<file path="config.mk">
export PLATFORM = sky130hd
export DESIGN_NAME = axis_align
export DESIGN_NICKNAME = d
export VERILOG_FILES = /design/src/rtl/axis_align.sv
export SDC_FILE = /design/constraint.sdc
export NUM_CORES = 1
export LEC_CHECK = 0
export CAP_MARGIN = 20
export CORE_ASPECT_RATIO = 1.4
export CORE_UTILIZATION = 24
export CTS_BUF_LIST = sky130_fd_sc_hd__clkbuf_4 sky130_fd_sc_hd__clkbuf_8
export DETAILED_ROUTE_END_ITERATION = 8
export PLACE_DENSITY_LB_ADDON = 0.15
export RECOVER_POWER = 25
export SLEW_MARGIN = 20
export SYNTH_ARGS = -nofsm -noshare
export SYNTH_HDL_FRONTEND = slang
export SYNTH_SLANG_ARGS = --single-unit
export TNS_END_PERCENT = 1
</file>
<file path="constraint.sdc">
create_clock -name clk -period 12.8 [get_ports clk]
set_input_delay 2.56 -clock clk [delete_from_list [all_inputs] [get_ports clk]]
set_output_delay 2.56 -clock clk [all_outputs]
set_load 0.05 [all_outputs]
</file>
<file path="src/rtl/axis_align.sv">
// axis_align
// AXI4-Stream byte realigner. A packet may begin with a partial first beat
// whose valid bytes sit in the upper lanes. This block removes that leading
// gap, so each output packet starts at byte lane 0. Every non-last output
// beat is full, and the last output beat is right-packed. Byte order is
// preserved.
//
// Ports
//   clk            rising-edge clock
//   rst            asynchronous, active-high reset
//   s_axis_tvalid  input beat valid
//   s_axis_tready  input beat accepted when high together with tvalid
//   s_axis_tdata   input bytes, lane i = bits [8i+7:8i]
//   s_axis_tkeep   input byte enables
//   s_axis_tlast   last input beat of a packet
//   m_axis_tvalid  output beat valid (registered)
//   m_axis_tready  downstream ready
//   m_axis_tdata   aligned output bytes, unused lanes are 0
//   m_axis_tkeep   output byte enables, contiguous from lane 0
//   m_axis_tlast   last output beat of a packet
module axis_align #(
  parameter  int AXIS_DW = 64,
  localparam int AXIS_KW = ((AXIS_DW-1)>>3)+1
) (
  input  logic               clk,
  input  logic               rst,
  input  logic               s_axis_tvalid,
  output logic               s_axis_tready,
  input  logic [AXIS_DW-1:0] s_axis_tdata,
  input  logic [AXIS_KW-1:0] s_axis_tkeep,
  input  logic               s_axis_tlast,
  output logic               m_axis_tvalid,
  input  logic               m_axis_tready,
  output logic [AXIS_DW-1:0] m_axis_tdata,
  output logic [AXIS_KW-1:0] m_axis_tkeep,
  output logic               m_axis_tlast
);

  localparam int CW = $clog2(AXIS_KW+1);
  localparam logic [CW-1:0] KW_C = CW'(AXIS_KW);
  localparam logic [CW:0]   KW_S = (CW+1)'(AXIS_KW);

  localparam logic [1:0] ST_IDLE   = 2'd0;
  localparam logic [1:0] ST_STREAM = 2'd1;
  localparam logic [1:0] ST_FLUSH  = 2'd2;

  logic [1:0]           state;
  logic [AXIS_DW-1:0]   r_data;
  logic [CW-1:0]        r_cnt;

  logic                 out_loadable;
  logic                 in_fire;
  logic [AXIS_DW-1:0]   keep_mask;
  logic [AXIS_DW-1:0]   in_masked;
  logic [CW-1:0]        in_cnt;
  logic [CW-1:0]        in_low;
  logic [AXIS_DW-1:0]   first_shifted;
  logic [2*AXIS_DW-1:0] merged;
  logic [CW:0]          sum;
  logic [CW-1:0]        tail_cnt;

  // Keep mask of n ones starting at lane 0.
  function automatic logic [AXIS_KW-1:0] ones(input logic [CW:0] n);
    logic [AXIS_KW-1:0] t;
    t = '0;
    for (int i = 0; i < AXIS_KW; i++) begin
      if (i < int'(n)) t[i] = 1'b1;
    end
    return t;
  endfunction

  assign out_loadable  = !m_axis_tvalid || m_axis_tready;
  assign s_axis_tready = !rst && out_loadable && (state != ST_FLUSH);
  assign in_fire       = s_axis_tvalid && s_axis_tready;

  // Bytes in disabled lanes are zeroed up front. This keeps garbage out of
  // the residual register and out of unused output lanes.
  always_comb begin
    keep_mask = '0;
    for (int i = 0; i < AXIS_KW; i++) begin
      keep_mask[8*i +: 8] = {8{s_axis_tkeep[i]}};
    end
  end

  assign in_masked = s_axis_tdata & keep_mask;

  // Byte count of the incoming beat and the index of its lowest valid lane.
  // The downward scan leaves in_low at the lowest set bit.
  always_comb begin
    in_cnt = '0;
    in_low = '0;
    for (int i = AXIS_KW-1; i >= 0; i--) begin
      if (s_axis_tkeep[i]) begin
        in_cnt = in_cnt + CW'(1);
        in_low = CW'(i);
      end
    end
  end

  // The first beat is shifted down so its lowest valid byte lands in lane 0.
  // In STREAM, new bytes are placed just above the k residual bytes.
  // The low half of merged is the next output beat. The high half holds
  // the bytes that carry over into the residual.
  assign first_shifted = in_masked >> {in_low, 3'b000};
  assign merged   = ({{AXIS_DW{1'b0}}, in_masked} << {r_cnt, 3'b000})
                  | {{AXIS_DW{1'b0}}, r_data};
  assign sum      = {1'b0, r_cnt} + {1'b0, in_cnt};
  // Bytes left over after a full beat = m - s, where s = KW - k.
  assign tail_cnt = in_cnt - (KW_C - r_cnt);

  // Main sequencer and output register.
  // A handshake retires the current output beat. A new beat is loaded only
  // when the output is loadable. The input side enforces this through
  // s_axis_tready, and FLUSH checks out_loadable directly.
  always_ff @(posedge clk or posedge rst) begin
    if (rst) begin
      state         <= ST_IDLE;
      r_data        <= '0;
      r_cnt         <= '0;
      m_axis_tvalid <= 1'b0;
      m_axis_tdata  <= '0;
      m_axis_tkeep  <= '0;
      m_axis_tlast  <= 1'b0;
    end else begin
      if (m_axis_tvalid && m_axis_tready) begin
        m_axis_tvalid <= 1'b0;
      end
      case (state)
        ST_IDLE: begin
          if (in_fire) begin
            if (s_axis_tlast) begin
              m_axis_tvalid <= 1'b1;
              m_axis_tdata  <= first_shifted;
              m_axis_tkeep  <= ones({1'b0, in_cnt});
              m_axis_tlast  <= 1'b1;
              r_data        <= '0;
              r_cnt         <= '0;
            end else begin
              r_data <= first_shifted;
              r_cnt  <= KW_C - in_low;
              state  <= ST_STREAM;
            end
          end
        end
        ST_STREAM: begin
          if (in_fire) begin
            m_axis_tvalid <= 1'b1;
            m_axis_tdata  <= merged[AXIS_DW-1:0];
            if (!s_axis_tlast) begin
              m_axis_tkeep <= '1;
              m_axis_tlast <= 1'b0;
              r_data       <= merged[2*AXIS_DW-1:AXIS_DW];
            end else if (sum <= KW_S) begin
              m_axis_tkeep <= ones(sum);
              m_axis_tlast <= 1'b1;
              r_data       <= '0;
              r_cnt        <= '0;
              state        <= ST_IDLE;
            end else begin
              // The residual plus the last beat overflow one beat.
              // The leftover bytes are emitted from FLUSH.
              m_axis_tkeep <= '1;
              m_axis_tlast <= 1'b0;
              r_data       <= merged[2*AXIS_DW-1:AXIS_DW];
              r_cnt        <= tail_cnt;
              state        <= ST_FLUSH;
            end
          end
        end
        ST_FLUSH: begin
          if (out_loadable) begin
            m_axis_tvalid <= 1'b1;
            m_axis_tdata  <= r_data;
            m_axis_tkeep  <= ones({1'b0, r_cnt});
            m_axis_tlast  <= 1'b1;
            r_data        <= '0;
            r_cnt         <= '0;
            state         <= ST_IDLE;
          end
        end
        default: state <= ST_IDLE;
      endcase
    end
  end

endmodule

</file>
==> flow_metrics.env <==
export IMPL_status="complete, but fails checks"
export IMPL_failed_checks="max-capacitance violations, max-slew violations"
export IMPL_postCtsSetupBuffers=0
export IMPL_finalMaxSlewViolations=77
export IMPL_ios=152
export IMPL_cts_clk_slew_worst_paths_ns=0.08
export IMPL_grt_pass1_vias=13900
export IMPL_dieArea_mm2=0.0547
export IMPL_area_delta_synth_final_pct=20.2
export IMPL_clock_skew_ns=0.0194
export IMPL_grt_max_degree=95
export IMPL_reg2reg_depth=9
export IMPL_power_density_mw_per_mm2=287
export IMPL_critical_path_class="in2reg"
export IMPL_rsz0062_at_grt="false"
export IMPL_finalSetupViolCount=0
export IMPL_vias_per_cell=5.81
export IMPL_drive_gt1_frac=0.0809
export IMPL_start_util=0.243
export IMPL_wl_per_cell_um=27.1
export IMPL_grt_usage=0.246
export IMPL_period_needed_ns=10.08
export IMPL_drcViolationCount=0
export IMPL_syn_cell_area_mm2=0.0129
export IMPL_period_share=0.788
export IMPL_grt_overflow_total=0
export IMPL_crit_buf_inv=3
export IMPL_die_w_um=198
export IMPL_fin_setup_tns_ns=0
export IMPL_tightestPinTransition_ns=3.96
export IMPL_synth_edf_count=0
export IMPL_die_h_um=276
export IMPL_ys_flop_type="dfrtp_1"
export IMPL_coreArea_mm2=0.0531
export IMPL_async_flop_share=1.00
export IMPL_cts_sinks=144
export IMPL_htree_levels=4
export IMPL_syn_inst=1702
export IMPL_dp_cells=2439
export IMPL_yosysUniqueCellTypes=76
export IMPL_cts_tree="yes"
export IMPL_synth_compound_area_share=0.354
export IMPL_synth_fa_ha_area_frac=0.0256
export IMPL_ctsHoldBuffers=0
export IMPL_portBuffers=151
export IMPL_crit_slowest_cell="clkdlybuf4s50_1"
export IMPL_rows=100
export IMPL_final_common_cell="nand2_1"
export IMPL_hold_ws_ns=0.480
export IMPL_hold_path_depth=2
export IMPL_synth_area_per_cell_um2=7.57
export IMPL_startpoint_type="primary input"
export IMPL_ys_warn_count=0
export IMPL_cts_buffers=17
export IMPL_stdcell_count=2471
export IMPL_final_antenna_net_count=0
export IMPL_mostFrequentLayoutCells="226 x nand2_1, 215 x o21ai_0, 177 x nor2_1, 141 x dfrtp_1, 136 x clkdlybuf4s50_1"
export IMPL_synth_seq_cells=144
export IMPL_hp_class="reg2reg"
export IMPL_maxSlewHeadroom=-1.65
export IMPL_synth_simple_gate_area_frac=0.178
export IMPL_postRouteWirelength_um=66900
export IMPL_synth_top_family_by_area="compound AO/OA/AOI/OAI gates"
export IMPL_clock_tree_buffer_depth=2
export IMPL_num_vias=14400
export IMPL_fin_nets=1845
export IMPL_cp_arrival_ns=10.51
export IMPL_synth_nets=1803
export IMPL_synthMuxAreaShare=0.0825
export IMPL_cp_max_fo=32
export IMPL_synth_seq_area_share=0.280
export IMPL_antenna_found_initial=3
export IMPL_cp_end_kind="flop"
export IMPL_max_vdd_ir_drop_v=0.000134
export IMPL_max_stage_delay_ns=0.98
export IMPL_cellLeakagePower_nw=5.68
export IMPL_dr_pass1_iters=6
export IMPL_critPathTopFamily="simple AND/OR/NAND/NOR gates"
export IMPL_drt_iter0_drc=1557
export IMPL_utilization=0.292
export IMPL_crit_path_frequent_cell="ha_1"
export IMPL_place_congestion=0.962
export IMPL_cp_required_ns=13.22
export IMPL_cp_num_cells=28
export IMPL_synth_xor_area_frac=0.0182
export IMPL_insertion_delay_ns=0.52
export IMPL_root_buffer="clkbuf_8"
export IMPL_max_clock_freq_mhz=99.2
export IMPL_grt_first_pass_wirelength_um=98500
export IMPL_post_cts_resize_count=0
export IMPL_maxCapViolations=1
export IMPL_hold_viol_final=0
export IMPL_dpl_hpwl_um=48000
-- per-stage QoR --
stage | instance area, um2 | power [mW] | setup slack (ns)
after floorplan | 12900 | 2.89 | 4.21
after global placement | 15000 | 3.95 | 2.36
after detailed placement | 15000 | 3.99 | 2.21
after CTS | 15500 | 4.46 | 2.72
after global routing | 15500 | 4.74 | 2.13
final | 15500 | 4.45 | 2.72
-- worst register-to-register path: cells and delay by family (launching register included) --
family | cells | cell delay (ns)
AOI/OAI and AO/OA | 3 | 0.45
adders and majority gates | 1 | 0.60
buffers and inverters | 2 | 1.31
DFF | 1 | 0.35
and+or+nand+nor | 3 | 1.62
-- sequential cells by signal, summed over array words and instances, names as in the netlist --
name	count
m_axis_tdata	64
r_data	64
m_axis_tkeep	8
r_cnt	4
state	2
m_axis_tlast	1
m_axis_tvalid	1
-- report_power, final --
part	switching (mW)	total (mW)	internal (mW)
Sequential	0.141	0.824	0.683
Clock	0.212	0.458	0.246
Combinational	2.18	3.17	0.986
Total	2.54	4.45	1.92
-- metal layers --
| layer | global-route usage | vias up | part of all wire |
|---|---|---|---|
| met2 | 0.387 | 739 | 0.46 |
| li1 | - | 6423 | - |
| met4 | 0.132 | 4 | 0.054 |
| met1 | 0.320 | 7039 | 0.41 |
| met3 | 0.0398 | 147 | 0.068 |
| met5 | 0 | - | 0.00040 |
-- final cells by class --
class | instances | area (um2)
fill | 5768 | 37600
timing repair buffer | 194 | 1840
tap | 714 | 893
multi-input combinational | 1351 | 8540
sequential | 144 | 3610
inverter | 36 | 136
clock inverter | 10 | 185
clock buffer | 21 | 277
antenna | 1 | 2.50
-- synthesized netlist by cell type, drive strengths merged (3+ instances only) --
library cell | instances | share of area
nand2b | 8 | 0.0039
nor2b | 6 | 0.0029
clkbuf | 131 | 0.038
nand3 | 54 | 0.021
o21a | 25 | 0.015
a22oi | 58 | 0.034
nor2 | 182 | 0.053
o221ai | 31 | 0.021
nand2 | 226 | 0.066
dfrtp | 144 | 0.28
a21oi | 98 | 0.038
ha | 20 | 0.019
nor3 | 35 | 0.014
a2bb2oi | 22 | 0.015
o211ai | 26 | 0.016
a211oi | 12 | 0.0070
o22ai | 29 | 0.014
and2 | 5 | 0.0024
o311ai | 3 | 0.0020
and3 | 3 | 0.0015
a211o | 8 | 0.0054
a311oi | 3 | 0.0020
xor2 | 5 | 0.0040
inv | 36 | 0.010
mux4 | 33 | 0.058
or2 | 4 | 0.0019
a31oi | 51 | 0.025
mux2i | 26 | 0.020
a22o | 13 | 0.0088
o22a | 31 | 0.021
o2bb2a | 6 | 0.0047
fa | 4 | 0.0062
or3 | 12 | 0.0058
mux2 | 5 | 0.0044
a221oi | 3 | 0.0020
xnor2 | 12 | 0.0087
a32oi | 8 | 0.0054
o21ai | 226 | 0.088
buf | 40 | 0.014
o32ai | 16 | 0.011
o31ai | 11 | 0.0064
o31a | 5 | 0.0034
-- final timing paths --
| path | startpoint | end | slack [ns] |
|---|---|---|---|
| hold reg to reg | m_axis_tdata[56]$_DFFE_PP0P_ | m_axis_tdata[56]$_DFFE_PP0P_ | 0.48 |
| hold / removal | m_axis_tdata[56]$_DFFE_PP0P_ | m_axis_tdata[56]$_DFFE_PP0P_ | 0.48 |
| min in group asynchronous | rst | m_axis_tdata[60]$_DFFE_PP0P_ | 3.77 |
| setup / recovery | s_axis_tkeep[7] | r_data[62]$_DFFE_PP0P_ | 2.72 |
| max in group asynchronous | rst | r_data[54]$_DFFE_PP0P_ | 6.79 |
| setup reg to reg | r_cnt[3]$_DFFE_PP0P_ | r_data[62]$_DFFE_PP0P_ | 8.39 |
-- logic make-up (layout without fill, tap and decap cells) --
group / count (synthesis) / count (layout)
buffers and inverters: 207 / 261
flip-flops: 144 / 144
adder cells (fa/ha/maj): 24 / 24
AND/OR/NAND/NOR: 544 / 544
other: 0 / 1
multiplexers: 64 / 64
AO/OA/AOI/OAI: 699 / 699
XOR/XNOR: 20 / 20
(Power assumes the default switching activity.)
